[src/rtl/contador_pkg.sv]
// Shared constants for the contador_accion counter slice.
// Latency: none (declarations only).
// Backpressure: not applicable.
//
// Contents: mode encodings for MODO and the fixed counter width.
package contador_pkg;

   localparam int WIDTH = 4;

   localparam logic [1:0] MODO_UP1  = 2'b00;
   localparam logic [1:0] MODO_DN1  = 2'b01;
   localparam logic [1:0] MODO_UP3  = 2'b10;
   localparam logic [1:0] MODO_LOAD = 2'b11;

endpackage

[src/rtl/sumador_mod16.sv]
// Combinational mod-16 add of a 4-bit operand and a small signed step.
// Latency: 0 cycles (pure combinational).
// Backpressure: none; result is valid whenever the inputs are.
//
// Ports:
//   a     - 4-bit unsigned operand (current count)
//   step  - 5-bit two's-complement step (+1, -1, +STEP3, or 0)
//   res   - {flag, sum[3:0]}; flag is the carry for positive steps and the
//           borrow for negative steps
import contador_pkg::*;

module sumador_mod16 (
   input  logic              [WIDTH-1:0] a,
   input  logic signed       [WIDTH:0]   step,
   output logic              [WIDTH:0]   res
);

   // The unwrapped result stays inside -1..18, so with a zero-extended operand
   // bit 4 is set both on overflow past 15 and on going below 0. That lets one
   // 5-bit adder report carry and borrow through the same bit.
   assign res = {1'b0, a} + $unsigned(step);

endmodule

[src/rtl/contador_accion.sv]
// Mode-driven 4-bit counter producing the next count and a one-cycle wrap flag.
// Latency: 1 cycle from sampled inputs to Q / S_OUT / LOAD_ACK.
// Backpressure: none; ENB low holds the count and clears the pulse outputs.
//
// Ports:
//   CLK, RESET - clock and synchronous active-high reset
//   ENB        - count/load enable
//   MODO       - 00 up 1, 01 down 1, 10 up STEP3, 11 parallel load of D
//   D          - parallel load value
//   Q          - registered count
//   S_OUT      - registered wrap flag, one cycle per wrap
//   LOAD_ACK   - registered one-cycle pulse per accepted load
import contador_pkg::*;

module contador_accion #(
   parameter int WIDTH = contador_pkg::WIDTH,
   parameter int STEP3 = 3
) (
   input  logic             CLK,
   input  logic             RESET,
   input  logic             ENB,
   input  logic [1:0]       MODO,
   input  logic [WIDTH-1:0] D,
   output logic [WIDTH-1:0] Q,
   output logic             S_OUT,
   output logic             LOAD_ACK
);

   logic signed [WIDTH:0] step;
   logic        [WIDTH:0] suma;

   // Step selection for the single shared adder; the load mode does not use it.
   always_comb begin
      step = '0;
      case (MODO)
         MODO_UP1: step = (WIDTH+1)'(1);
         MODO_DN1: step = -(WIDTH+1)'(1);
         MODO_UP3: step = (WIDTH+1)'(STEP3);
         default:  step = '0;
      endcase
   end

   sumador_mod16 u_sumador (
      .a    (Q),
      .step (step),
      .res  (suma)
   );

   always_ff @(posedge CLK) begin
      if (RESET) begin
         Q        <= '0;
         S_OUT    <= 1'b0;
         LOAD_ACK <= 1'b0;
      end else if (!ENB) begin
         // Hold the count; a wrap that would have happened this cycle is dropped.
         S_OUT    <= 1'b0;
         LOAD_ACK <= 1'b0;
      end else if (MODO == MODO_LOAD) begin
         Q        <= D;
         S_OUT    <= 1'b0;
         LOAD_ACK <= 1'b1;
      end else begin
         Q        <= suma[WIDTH-1:0];
         S_OUT    <= suma[WIDTH];
         LOAD_ACK <= 1'b0;
      end
   end

endmodule

[config.mk]
export PLATFORM = sky130hd
export DESIGN_NAME = contador_accion
export DESIGN_NICKNAME = d
export VERILOG_FILES = /design/src/rtl/contador_pkg.sv /design/src/rtl/sumador_mod16.sv /design/src/rtl/contador_accion.sv
export SDC_FILE = /design/constraint.sdc
export NUM_CORES = 1
export LEC_CHECK = 0
export ABC_AREA = 1
export CAP_MARGIN = 10
export CORE_AREA = 2 2 39 41
export DETAILED_ROUTE_END_ITERATION = 6
export DIE_AREA = 0 0 41 43
export GPL_ROUTABILITY_DRIVEN = 0
export MAX_ROUTING_LAYER = met4
export PLACE_DENSITY_LB_ADDON = 0.2
export SLEW_MARGIN = 15
export SYNTH_ARGS = -nofsm -noshare
export SYNTH_HDL_FRONTEND = slang
export SYNTH_SLANG_ARGS = --single-unit
[constraint.sdc]
create_clock -name CLK -period 1.82 [get_ports CLK]
set_clock_uncertainty 0.15 [all_clocks]
set_input_delay 0.364 -clock CLK [delete_from_list [all_inputs] [get_ports CLK]]
set_output_delay 0.364 -clock CLK [all_outputs]
set_load 0.005 [all_outputs]
==> metrics.txt, run 1 <==
routed via count 495; final-report hold violation count 0; ranking of synthesized cells by area dfxtp_1 (27%), ha_1 (17%), inv_1 (10%); Clk pin slew, worst setup/hold paths 50 ps; Switch Pwr 0.1371 mW; Overflow after GRT 0; global-route wire length before repair 1883 um; total of max-cap violations 0; horizontal die dimension 41 um; maximum fanout encountered on the critical timing path 2; clock network fraction of total power 28.1%; slack of the critical path 74.16 ps; worst hold path cell count 2; flip-flop and latch count after synthesis 6; slowest cell delay on critical path 430 ps; number of nets in the layout 105; highest ir drop seen on vdd 0.3906 mV; via count of the first global-routing pass 478; number of antenna violations at the first check in global routing 0; first drt pass iteration count 3; initial core utilization 32.37%; critical path's top delay family adder cells; most common flop cell mapped by yosys dfxtp_1; number of enable flip-flop cells after synthesis 0; GRT Resource Usage Total 16.10%; sequential share of power 34.9%; largest net degree at the start of global routing 9; buffers and inverters on the worst path 3; actual transition at the worst max-transition pin 234.2 ps; final setup vio count 0; final core utilization 54.61%; clock tree root driver cell clkbuf_4; cell with the largest stage delay on the worst path fa_2; clock network latency to the later pin of the worst-skew pair 240 ps; CP Cell Sequence clkdlybuf4s15_1 > ha_2 > inv_4 > ha_4 > inv_2 > fa_2 > a21oi_2 > o21ai_0 > a21oi_1; setup repair after global routing missed its margin false; synthesized net count 79; Critical Path Source Type primary input; total area of multi-input combinational cells 346.6 sq um; run status complete, no violations; Netlist cell types 16; placeable core region 1384 sq um; post-synth top area share 26.82%; number of gates on the worst path with buffers counted 9; Synth area leader dfxtp_1; hold slack final 383.5 ps; DRC marker count from the first detailed-route iteration 6; synthesized area divided by synthesized cell count 7.110 sq um; sequential fraction of the synthesis area 26.82%; setup TNS after final layout 0 ps; Worst Path Class, Setup in -> reg; number of cells on the worst reg-to-reg path 7; endpoint arrival time on the critical path 1770 ps; die height 43 um; cts bufs inserted 3; CP endpoint kind register; static leakage 0.3273 nW; number of filler instances in the final layout 131; clk sinks 6; Data required, critical path 1850 ps; hold crit path type reg -> reg; Synth Warn # 0; Layout Area Growth over Synthesis 68.71%; net switching fraction of the power 31.01%; total power per unit cell area 585.0 nW/um^2; number of ports placed on the die boundary 15; post-synthesis instance total 63; post-placement worst setup slack -531.9 ps; fraction of layout cells with a size suffix above 1 35.63%; HPWL after detailed placement 833.5 um; Routed Wire Length 1118 um; Max Clock Freq 572.8 MHz; depth of the CTS H-tree 1; total inserted antenna cells 0; final critical path time including I/O delays and setup 1746 ps; die footprint 1763 sq um; Via-to-Cell Ratio 4.806; worst slew slack as a fraction of its limit 84.37%; CTS max path bufs 2; area post-placement 670.6 sq um; Slew Limit Fails 0; portion of total power attributed to combinational logic 37.0%; final period utilization 95.93%; number of cell rows 14; combined flip-flop and latch cell area 120.1 sq um; TritonCTS clock tree done; number of nets with antenna violations after detailed routing 0; share of synthesized flip-flops with an asynchronous set or reset 0%; commonest cells in the netlist inv_1 (12), nand2_1 (12), a21oi_1 (7); drt wl/cell 10.85 um; final design area excluding fillers 755.7 sq um; input/output buffers 14; cell internal pwr 0.3050 mW; DRC viols 0; Post-Syn Area 447.9 sq um
-- tightest hold or removal path, cell delays in order, from the launching register on --
cell and delay (ps):
dfxtp_1 350, nand2_1 90, a21oi_2 50
-- cell families after synthesis --
group | share of synthesized area [%]
compound gates | 16.76
fa+ha+maj | 21.23
flops | 26.82
xor+xnor | 1.956
buf+inv | 11.73
simple gates | 21.51
-- worst paths after layout --
check                    start                end  slack [ps]
max                    MODO[1]  Q[1]$_SDFFE_PP0P_          70
min          Q[3]$_SDFFE_PP0P_  Q[3]$_SDFFE_PP0P_         380
max reg2reg  Q[1]$_SDFFE_PP0P_   S_OUT$_SDFF_PP0_         220
min reg2reg  Q[3]$_SDFFE_PP0P_  Q[3]$_SDFFE_PP0P_         380
-- layer usage --
metal  GRT usage (%)  vias to the layer above  part of all wire, %
met4           4.000                        0                    0
li1                -                      251                    -
met2           25.31                       11                   53
met3           6.283                        0                  4.4
met1           18.51                      233                   42
met5               -                        -                    0
-- power by group through the flow --
stage	logic, mW	registers, mW	clock network (mW)
floorplan	0.0736	0.154	0
global placement	0.135	0.154	0
detailed placement	0.138	0.155	0
CTS	0.146	0.152	0.128
global route	0.184	0.156	0.141
finish	0.164	0.154	0.124
-- per-stage QoR --
step | total power [mW] | cells
final | 0.4421 | 103
after floorplan | 0.2271 | 63
after global placement | 0.2889 | 99
after global routing | 0.4804 | 103
after detailed placement | 0.2924 | 99
after CTS | 0.4263 | 102
-- cell usage in the layout (no fill, tap or decap) --
cell / netlist / layout
buf_4: 0 / 6
o211ai_1: 1 / 1
o2111ai_1: 1 / 1
ha_2: 0 / 1
dfxtp_1: 6 / 6
nand2_1: 12 / 11
ha_1: 6 / 1
nand3_2: 0 / 2
xor2_1: 1 / 1
a21oi_2: 1 / 2
nand3_1: 4 / 2
buf_6: 0 / 1
a21oi_1: 7 / 6
inv_4: 0 / 1
ha_4: 0 / 4
nor3_1: 1 / 1
inv_2: 2 / 5
inv_1: 12 / 8
clkdlybuf4s50_1: 0 / 12
clkdlybuf4s15_1: 0 / 1
o21ai_0: 3 / 3
nand2_2: 3 / 4
clkbuf_2: 0 / 1
nor2_1: 2 / 2
fa_2: 0 / 1
clkbuf_4: 0 / 3
-- state kept, by name, summed over array words and instances, names as in the netlist --
register / count
S_OUT: 1
LOAD_ACK: 1
Q: 4
-- final cells by class --
cell class,count,share of cell area (%)
repair buffers,21,25.33
well taps,16,2.649
inverters,14,7.285
clock buffers,3,2.980
flip-flops and latches,6,15.89
multi-input cells,43,45.86
-- what timing repair did --
action,in CTS,in global routing
setup buffers,0,1
endpoints found under the setup margin,4,3
hold buffers,0,0
pin swaps,3,12
gates resized for setup,7,11
(Power assumes the default switching activity.)
==> run 2: changes to the inputs <==
--- a/config.mk
+++ b/config.mk
@@ -11,6 +11,7 @@
 export DETAILED_ROUTE_END_ITERATION = 6
 export DIE_AREA = 0 0 41 43
 export GPL_ROUTABILITY_DRIVEN = 0
+export GPL_TIMING_DRIVEN = 0
 export MAX_ROUTING_LAYER = met4
 export PLACE_DENSITY_LB_ADDON = 0.2
 export SLEW_MARGIN = 15
==> metrics.txt, run 2 (synthesis results as in run 1) <==
run status complete, no violations; depth of the CTS H-tree 1; slack of the worst reg-to-reg path 180 ps; via count of the first global-routing pass 406; Via-to-Cell Ratio 4.596; static leakage 0.3083 nW; global-route wire length before repair 1669 um; input/output buffers 14; Max Clock Freq 587.8 MHz; final period utilization 93.48%; hold buffers post-CTS 0; routed via count 455; HPWL after detailed placement 741.7 um; Critical Path Source Type primary input; Data required, critical path 1850 ps; setup TNS after final layout 0 ps; DRC marker count from the first detailed-route iteration 3; actual transition at the worst max-transition pin 214.6 ps; Placed Cells incl. Taps 93; Layout Area Growth over Synthesis 51.68%; die footprint 1763 sq um; endpoint arrival time on the critical path 1730 ps; clock network latency to the later pin of the worst-skew pair 240 ps; highest ir drop seen on vdd 0.4804 mV; CP endpoint kind register; worst slew slack as a fraction of its limit 85.68%; first drt pass iteration count 4; total power per unit cell area 604.8 nW/um^2; placeable core region 1384 sq um; Largest register FFs 4; initial core utilization 32.37%; Hold Path Origin Q[3]$_SDFFE_PP0P_; number of antenna violations at the first check in global routing 0; largest register by flop count Q; number of cell rows 14; horizontal die dimension 41 um; die height 43 um; worst hold path cell count 2; cts bufs inserted 3; hold crit path type reg -> reg; maximum fanout encountered on the critical timing path 3; CTS max path bufs 2; slack of the critical path 118.7 ps; Worst Path Class, Setup in -> reg; final setup vio count 0; Routed Wire Length 1017 um; final-report hold violation count 0; DRC viols 0; clock tree root driver cell clkbuf_4; Power Total 0.4109 mW; final critical path time including I/O delays and setup 1701 ps; number of nets in the layout 101; Clk pin slew, worst setup/hold paths 50 ps; Overflow after GRT 0; GRT Resource Usage Total 14.43%; largest net degree at the start of global routing 9; Top Registers Q x4, LOAD_ACK x1, S_OUT x1; drt wl/cell 10.27 um; Slew Limit Fails 0; number of cells on the worst reg-to-reg path 8; fraction of layout cells with a size suffix above 1 22.89%; post-placement worst setup slack -631.6 ps; total inserted antenna cells 0; start of the worst register-to-register path Q[0]$_SDFFE_PP0P_; number of nets with antenna violations after detailed routing 0; clk sinks 6; top library cells by usage in the layout, fill and taps aside nand2_1 (12), clkdlybuf4s50_1 (12), inv_1 (11); endpoint of the worst register-to-register path S_OUT$_SDFF_PP0_; number of ports placed on the die boundary 15; worst hold path endpoint Q[3]$_SDFFE_PP0P_; TritonCTS clock tree done; worst setup path startpoint MODO[0]; final non-filler cell total 99; total of max-cap violations 0
## run 2: cell count changes in the layout (fill, tap and decap cells not counted), sizes merged
cell	previous run	this run
clkdlybuf4s15	1	0
clkbuf	4	5
buf	7	3
## run 2: power by group
group          leakage (nW)  internal (mW)  switching [mW]
sequential           0.0494          0.142          0.0105
combinational         0.245         0.0710          0.0657
clock                0.0138         0.0746          0.0475
## run 2: routing by layer
metal  vias to the layer above  share of wire [%]  global-route usage [%]
met5                         -                  0                       -
met4                         0                  0                   2.000
met3                         0                5.8                   7.853
met2                        10                 51                   21.56
met1                       203                 43                   17.15
li1                        242                  -                       -
## run 2: timing repair
item | in CTS | in global routing
resized for setup | 9 | 2
buffers inserted | 2 | 1
pin swaps | 1 | 2
endpoints found under the setup margin | 4 | 4
## run 2: worst max path at each step
stage / to / slack [ps]
3_5_place_dp: S_OUT$_SDFF_PP0_ / -630
4_1_cts: Q[1]$_SDFFE_PP0P_ / 9
6_report: S_OUT$_SDFF_PP0_ / 120
2_1_floorplan: S_OUT$_SDFF_PP0_ / 9
5_1_grt: S_OUT$_SDFF_PP0_ / -3
3_3_place_gp: S_OUT$_SDFF_PP0_ / -610
## run 2: worst max-delay path: stages
cell      delay, ps
clkbuf_2        120
ha_4            190
inv_6            50
ha_4            110
inv_1            50
fa_2            350
inv_2            70
nand3_1         110
o211ai_1        110
nand2_1          90
a21oi_2         120
## run 2: cell type report
cell class              count  area (sq um)
clock buffers               3         22.52
fillers                   152         704.4
inverters                  14         57.56
multi-input cells          43         306.5
flip-flops and latches      6         120.1
well taps                  16         20.02
repair buffers             17         152.6
## run 2: stage by stage
stage | cell area (sq um) | hold WS, ps | utilization, %
after floorplan | 465.4 | 276.4 | -
after global placement | 625.6 | 352.9 | 45.21
after detailed placement | 625.6 | 356.9 | 45.21
after CTS | 681.9 | 362.6 | 49.28
after global routing | 679.4 | 399.3 | 49.10
final | 679.4 | 361.3 | 49.10
